## config.mk

```make
export PLATFORM = sky130hd
export DESIGN_NAME = decode_exec_pipe
export DESIGN_NICKNAME = d
export VERILOG_FILES = /design/src/rtl/decode_exec_pipe.sv
export SDC_FILE = /design/constraint.sdc
export NUM_CORES = 2
export LEC_CHECK = 0
export ABC_AREA = 1
export ABC_CLOCK_PERIOD_IN_PS = 5200
export CAP_MARGIN = 25
export CORE_MARGIN = 2
export CORE_UTILIZATION = 52
export CTS_CLUSTER_SIZE = 8
export DETAILED_ROUTE_END_ITERATION = 10
export PLACE_DENSITY_LB_ADDON = 0.12
export SYNTH_ARGS = -nofsm -noshare
export SYNTH_HDL_FRONTEND = slang
export SYNTH_SLANG_ARGS = --single-unit
```

## constraint.sdc

```tcl
create_clock -name clk -period 5.2 [get_ports clk]
set_clock_uncertainty 0.2 [all_clocks]
set_input_delay 1.3 -clock clk [delete_from_list [all_inputs] [get_ports clk]]
set_output_delay 1.3 -clock clk [all_outputs]
set_load 0.01 [all_outputs]
```

## src/rtl/decode_exec_pipe.sv

```systemverilog
// Two-stage R-type decode/execute pipeline with register file,
// result forwarding and valid/ready handshakes on both sides.
module decode_exec_pipe #(
    parameter int N          = 32,
    parameter int NREGS      = 32,
    parameter int RESET_REGS = 1
) (
    input  logic         clk,
    input  logic         rst,
    input  logic         in_valid,
    output logic         in_ready,
    input  logic [31:0]  instr,
    output logic         out_valid,
    input  logic         out_ready,
    output logic [N-1:0] result,
    output logic [4:0]   out_rd,
    output logic         out_illegal,
    input  logic         ld_en,
    input  logic [4:0]   ld_addr,
    input  logic [N-1:0] ld_data
);

    localparam int SH = $clog2(N);

    typedef enum logic [3:0] {
        ALU_ADD, ALU_SUB, ALU_SLL, ALU_SLT, ALU_SLTU,
        ALU_XOR, ALU_SRL, ALU_SRA, ALU_OR, ALU_AND, ALU_ILL
    } alu_op_t;

    logic [N-1:0] regs [NREGS];

    alu_op_t      dec_op;
    alu_op_t      s1_op;
    logic         s1_valid;
    logic [4:0]   s1_rd;
    logic [N-1:0] s1_a;
    logic [N-1:0] s1_b;
    logic [N-1:0] alu_res;
    logic [N-1:0] op_a;
    logic [N-1:0] op_b;
    logic         s1_adv;
    logic         in_fire;
    logic         wb_en;

    wire [4:0] rd_f = instr[11:7];
    wire [4:0] rs_b = instr[19:15];
    wire [4:0] rs_a = instr[24:20];

    assign s1_adv   = s1_valid && (!out_valid || out_ready);
    assign in_ready = !s1_valid || s1_adv;
    assign in_fire  = in_valid && in_ready;
    assign wb_en    = s1_adv && (s1_op != ALU_ILL) && (s1_rd != 5'd0)
                      && (32'(s1_rd) < NREGS);

    always_comb begin
        dec_op = ALU_ILL;
        if (instr[6:0] == 7'h33) begin
            case ({instr[31:25], instr[14:12]})
                {7'h00, 3'd0}: dec_op = ALU_ADD;
                {7'h20, 3'd0}: dec_op = ALU_SUB;
                {7'h00, 3'd1}: dec_op = ALU_SLL;
                {7'h00, 3'd2}: dec_op = ALU_SLT;
                {7'h00, 3'd3}: dec_op = ALU_SLTU;
                {7'h00, 3'd4}: dec_op = ALU_XOR;
                {7'h00, 3'd5}: dec_op = ALU_SRL;
                {7'h20, 3'd5}: dec_op = ALU_SRA;
                {7'h00, 3'd6}: dec_op = ALU_OR;
                {7'h00, 3'd7}: dec_op = ALU_AND;
                default:       dec_op = ALU_ILL;
            endcase
        end
    end

    // Operand read; the instruction leaving S1 this cycle forwards its result.
    always_comb begin
        op_a = '0;
        if (wb_en && rs_a == s1_rd)
            op_a = alu_res;
        else if (rs_a != 5'd0 && 32'(rs_a) < NREGS)
            op_a = regs[rs_a];
    end

    always_comb begin
        op_b = '0;
        if (wb_en && rs_b == s1_rd)
            op_b = alu_res;
        else if (rs_b != 5'd0 && 32'(rs_b) < NREGS)
            op_b = regs[rs_b];
    end

    always_comb begin
        alu_res = '0;
        case (s1_op)
            ALU_ADD:  alu_res = s1_a + s1_b;
            ALU_SUB:  alu_res = s1_a - s1_b;
            ALU_SLL:  alu_res = s1_a << s1_b[SH-1:0];
            ALU_SLT:  alu_res = {{(N-1){1'b0}}, $signed(s1_a) < $signed(s1_b)};
            ALU_SLTU: alu_res = {{(N-1){1'b0}}, s1_a < s1_b};
            ALU_XOR:  alu_res = s1_a ^ s1_b;
            ALU_SRL:  alu_res = s1_a >> s1_b[SH-1:0];
            ALU_SRA:  alu_res = $unsigned($signed(s1_a) >>> s1_b[SH-1:0]);
            ALU_OR:   alu_res = s1_a | s1_b;
            ALU_AND:  alu_res = s1_a & s1_b;
            default:  alu_res = '0;
        endcase
    end

    always_ff @(posedge clk) begin
        if (rst) begin
            s1_valid <= 1'b0;
            s1_op    <= ALU_ILL;
            s1_rd    <= '0;
            s1_a     <= '0;
            s1_b     <= '0;
        end else if (in_fire) begin
            s1_valid <= 1'b1;
            s1_op    <= dec_op;
            s1_rd    <= rd_f;
            s1_a     <= op_a;
            s1_b     <= op_b;
        end else if (s1_adv) begin
            s1_valid <= 1'b0;
        end
    end

    always_ff @(posedge clk) begin
        if (rst) begin
            out_valid   <= 1'b0;
            result      <= '0;
            out_rd      <= '0;
            out_illegal <= 1'b0;
        end else if (s1_adv) begin
            out_valid   <= 1'b1;
            result      <= alu_res;
            out_rd      <= s1_rd;
            out_illegal <= (s1_op == ALU_ILL);
        end else if (out_ready) begin
            out_valid   <= 1'b0;
        end
    end

    // Writeback is assigned after the preload so it wins on the same address.
    always_ff @(posedge clk) begin
        if (rst) begin
            if (RESET_REGS != 0) begin
                for (int i = 0; i < NREGS; i++)
                    regs[i] <= '0;
            end
        end else begin
            if (ld_en && ld_addr != 5'd0 && 32'(ld_addr) < NREGS)
                regs[ld_addr] <= ld_data;
            if (wb_en)
                regs[s1_rd] <= alu_res;
        end
    end

endmodule

```

Word-level counts from Yosys, hierarchy flattened
Memory sizes are Yosys's and may differ from the RTL's.
Index checks and enable logic that the tools add are counted.
{ "word_totals": {"regBits": 113, "ramBits": 1024, "in_bits": 74, "output_inout_bits": 40, "memories": 1} }
{ "classes": {"n_addsub": 2, "magnitude_cmp": 2, "eq_ne": 23, "shift": 3, "muxes": 25, "bitwise": 3, "n_reduce_logical": 21} }
{ "mem_list": {"columns": ["memory", "words", "width", "rd", "rd_ports_with_merged_regs", "write_ports", "line", "source"], "rows": [
  ["regs", 32, 32, 2, 0, 32, "30", "logic [N-1:0] regs [NREGS];"]
]} }
{ "op_table": {"columns": ["cell", "n"], "rows": [
  ["32-bit one-hot mux with 10 select lines", 1],
  ["32-bit 2-to-1 mux", 6],
  ["32-bit less-than comparator", 2],
  ["32-bit OR reduction", 2],
  ["10-bit by 3-bit equality test with 1-bit output (second input constant)", 4],
  ["4-bit one-hot mux with 10 select lines", 1],
  ["32-bit adder", 1],
  ["32-bit bitwise AND", 1],
  ["32-bit bitwise OR", 1],
  ["32-bit by 5-bit << shifter with 32-bit output", 1],
  ["32-bit by 5-bit >> shifter with 32-bit output", 1],
  ["32-bit by 5-bit >>> shifter with 32-bit output", 1],
  ["32-bit subtractor", 1],
  ["32-bit XOR", 1],
  ["10-bit by 2-bit equality test with 1-bit output (second input constant)", 2],
  ["10-bit by 9-bit equality test with 1-bit output (second input constant)", 2],
  ["5-bit nonzero test", 4],
  ["4-bit by 3-bit equality test with 1-bit output (second input constant)", 4],
  ["1-bit 2-to-1 mux", 14],
  ["4-bit equality test (second input constant)", 3],
  ["10-bit by 1-bit equality test with 1-bit output (second input constant)", 1],
  ["5-bit equality test", 2],
  ["10-bit logical NOT", 1],
  ["5-bit 2-to-1 mux", 2],
  ["other kinds (10)", 20]
]} }

Depth between registers and ports, before layout
{ "logic_depth": {"depth_word": 10, "depth_mapped": 23} }

Least setup slack after synthesis
OpenSTA, ideal clock, no wires.
{ "synth_path": {"path_type": "input to register", "from": "in ld_addr[2]", "to": "mem regs[11][0] (enable)", "t_arrival_ps": 3501, "t_required_ps": 4438, "setup_slack_ps": 937, "stages": 9, "n_path_buf": 1, "cell_sequence": "nor3_1 -> inv_1 -> o21ai_0 -> inv_1 -> nand3_1 -> nor2_1 -> inv_2 -> buf_1 -> nand3_1"} }
{ "synth_rtl": {"columns": ["element", "line", "source"], "rows": [
  ["start, declared", "19", "input logic [4:0] ld_addr,"],
  ["end, declared", "30", null]
]} }

==> metrics.yaml <==
routing:
  dr_total_vias: 81745
  drtIter0Drc: 14629
  ant_nets: 0
  viasPerCell: 6.85
  drt_first_pass_iters: 9
  drc_errors: 0
  wl_um: 372000
  wire_per_inst_um: 31.1
clocking:
  post_cts_buffers: 0
  cts_hold_buf: 0
  clk_pin_slew_ns: 0.05
  cts_tree: "built"
  clk_path_buf_depth: 3
  htree_levels: 4
  cts-buffers-inserted: 161
  cts.repair.resized: 0
  clock-sinks: 1137
  clk_latency_ns: 0.84
  root_buffer: "clkbuf_16"
final_layout:
  final_common_cell: "nand2_1"
  nets: 10134
  instances_no_fill: 11938
  fillerInstances: 13237
  drive_gt1_share_pct: 7.51
  syn_to_final_growth_pct: 11.0
  layout_common_cells: "nand2_1 (2289), nand3_1 (1300), o21ai_0 (1146)"
  postLayoutCoreUtil_pct: 58.2
timing:
  rsz0062_at_grt: "false"
  fmax_ghz: 0.212
  holdWs_ns: 0.290
  period_needed_ns: 4.72
  hold_viol: 0
  setup_viol: 0
  setup-tns-final_ns: 0
  max_slew_margin_pct: 21.9
  fin_crit_sh_pct: 90.7
  tightest_slew_ns: 1.16
  drv_slew: 0
die:
  std_cell_rows: 140
  start_util_pct: 52.4
  die_h_um: 387
  io_pins: 114
  core_area_um2: 146000
  die_w_um: 387
  dieArea_um2: 150000
outcome:
  status: "completed"
placement:
  place.gp.congestion: 1.08
  dp.cells: 11711
  io_buffers: 113
  dpl.hpwl_um: 255000
yosys:
  seq_area_frac_synth_pct: 43.2
  yosysWarnings: 0
  async_flop_share_pct: 0
  synth_top_flop_cell: "edfxtp_1"
  synthCells: 10218
  synth_seq_cells: 1137
  netlist_area_um2: 76400
  ys_types: 52
  syn_area_per_cell_um2: 7.48
  synth_edf_count: 1024
setup_path:
  path_class: "flip-flop to flip-flop"
  cp.arrival_ns: 5.05
  start_kind: "flip-flop"
  worstPathRequired_ns: 5.53
  cp_max_fo: 31
  cp-end-kind: "flip-flop"
global_routing:
  overflow: 0
  grt_start_max_net_pins: 101
  grt_pass1_wl_um: 526000
  grt_pass1_vias: 74904
  grt_use_total_pct: 47.9
  antenna_found_initial: 9
power:
  ir_drop_mv: 0.327
  power_leakage_nw: 32.3
  power_density_nw_per_um2: 295
hold_path:
  hp-class: "flip-flop to flip-flop"
job:
  drv_cap: 0
[layout make-up]
type	count	area (um^2)	share of cell area, %
antenna	5	12.5	0.0148
clock buffer	206	4220	4.97
clock inverter	15	342	0.403
inverter	890	3360	3.96
multi-input combinational	7258	36600	43.1
sequential	1137	33000	38.9
tap	1917	2400	2.83
timing repair buffer	510	4890	5.76
[sequential cells by signal, indices dropped and copies added (netlist names)]
signal / count
regs: 1024
out_rd: 5
s1_valid: 1
result: 32
out_valid: 1
s1_b: 32
s1_op: 4
s1_rd: 5
s1_a: 32
out_illegal: 1
[worst max-delay path, stage by stage, from the launching register on]
cell and delay [ns]:
dfxtp_1 0.61, inv_1 0.23, ha_1 0.25, inv_1 0.21, fa_1 0.36, nand2_1 0.10, nand2_1 0.11, nand3_1 0.07
nand2_1 0.25, nand2_1 0.09, nand2_1 0.19, a21oi_1 0.15, nand3b_1 0.71, inv_1 0.21, buf_4 0.47, o22ai_1 0.17
[logic make-up (layout without fill, tap and decap cells)]
logic type,Yosys count,after routing,synth area share [%]
buffers and inverters,1854,1621,9.53
AOI/OAI and AO/OA,2699,2699,20.6
other,1,37,0.00491
DFF,1137,1137,43.2
adders and majority gates,102,102,1.69
xor gates and xnor gates,7,7,0.0803
and+or+nand+nor,4418,4418,24.9
[cell usage after synthesis, types with 2 or more instances]
| library cell | instances | share of area, % |
|---|---|---|
| o31ai_1 | 292 | 2.9 |
| o21a_1 | 2 | 0.020 |
| buf_2 | 183 | 1.2 |
| o211ai_1 | 366 | 3.6 |
| buf_4 | 18 | 0.18 |
| buf_1 | 76 | 0.37 |
| xor2_1 | 3 | 0.034 |
| nor3_1 | 42 | 0.28 |
| clkbuf_1 | 682 | 3.4 |
| o221ai_1 | 2 | 0.023 |
| o21bai_1 | 12 | 0.12 |
| fa_1 | 2 | 0.052 |
| inv_2 | 35 | 0.17 |
| nor2_1 | 484 | 2.4 |
| clkinv_1 | 9 | 0.044 |
| edfxtp_1 | 1024 | 40 |
| ha_1 | 100 | 1.6 |
| nand2_2 | 6 | 0.049 |
| a31oi_1 | 9 | 0.074 |
| nor4_1 | 4 | 0.033 |
| a21oi_1 | 542 | 3.6 |
| nor3b_1 | 2 | 0.020 |
| nand2_1 | 2296 | 11 |
| nand4_1 | 190 | 1.6 |
| nor2_2 | 13 | 0.11 |
| buf_6 | 3 | 0.044 |
| xnor2_1 | 4 | 0.046 |
| o2111ai_1 | 57 | 0.65 |
| clkbuf_2 | 2 | 0.013 |
| and2_1 | 17 | 0.14 |
| o21ai_0 | 1146 | 7.5 |
| dfxtp_1 | 113 | 3.0 |
| nand3_1 | 1338 | 8.8 |
| or2_2 | 5 | 0.041 |
| inv_1 | 845 | 4.2 |
| o21ai_1 | 54 | 0.35 |
| o22ai_1 | 212 | 1.7 |
| nand3b_1 | 7 | 0.069 |
| nor2_4 | 8 | 0.12 |
[where the power goes]
group	total (mW)	internal (mW)	leakage, nW	switching [mW]
Sequential	10.7	10.4	11.4	0.290
Clock	9.92	5.67	2.18	4.26
Combinational	4.45	1.13	18.7	3.32
Total	25.0	17.2	32.3	7.86
[metrics by stage]
step                total power, mW  worst slack (ns)  instance area (um^2)
detailed placement             15.0             0.442                 80200
global route                   25.5             0.498                 84800
floorplan                      13.2             0.937                 76500
global placement               14.9             0.552                 80100
finish                         25.0             0.483                 84800
CTS                            24.7             0.721                 84800
[layer usage]
layer,track usage (%),share of wire (%),vias to the layer above
li1,-,-,35102
met1,59.1,34,37966
met2,70.7,42,7053
met3,13.7,14,1616
met4,36.5,9.5,8
met5,0,0.016,-
[final timing paths]
check / start / end / slack (ns) / cells past startpoint
setup / recovery: s1_a[0] / regs[28][10] / 0.48 / 15
hold / removal: out_rd[0] / out_rd[0] / 0.29 / 2
setup reg to reg: s1_a[0] / regs[28][10] / 0.48 / 15
hold reg to reg: out_rd[0] / out_rd[0] / 0.29 / 2
Power figures use the tool's default switching activity.
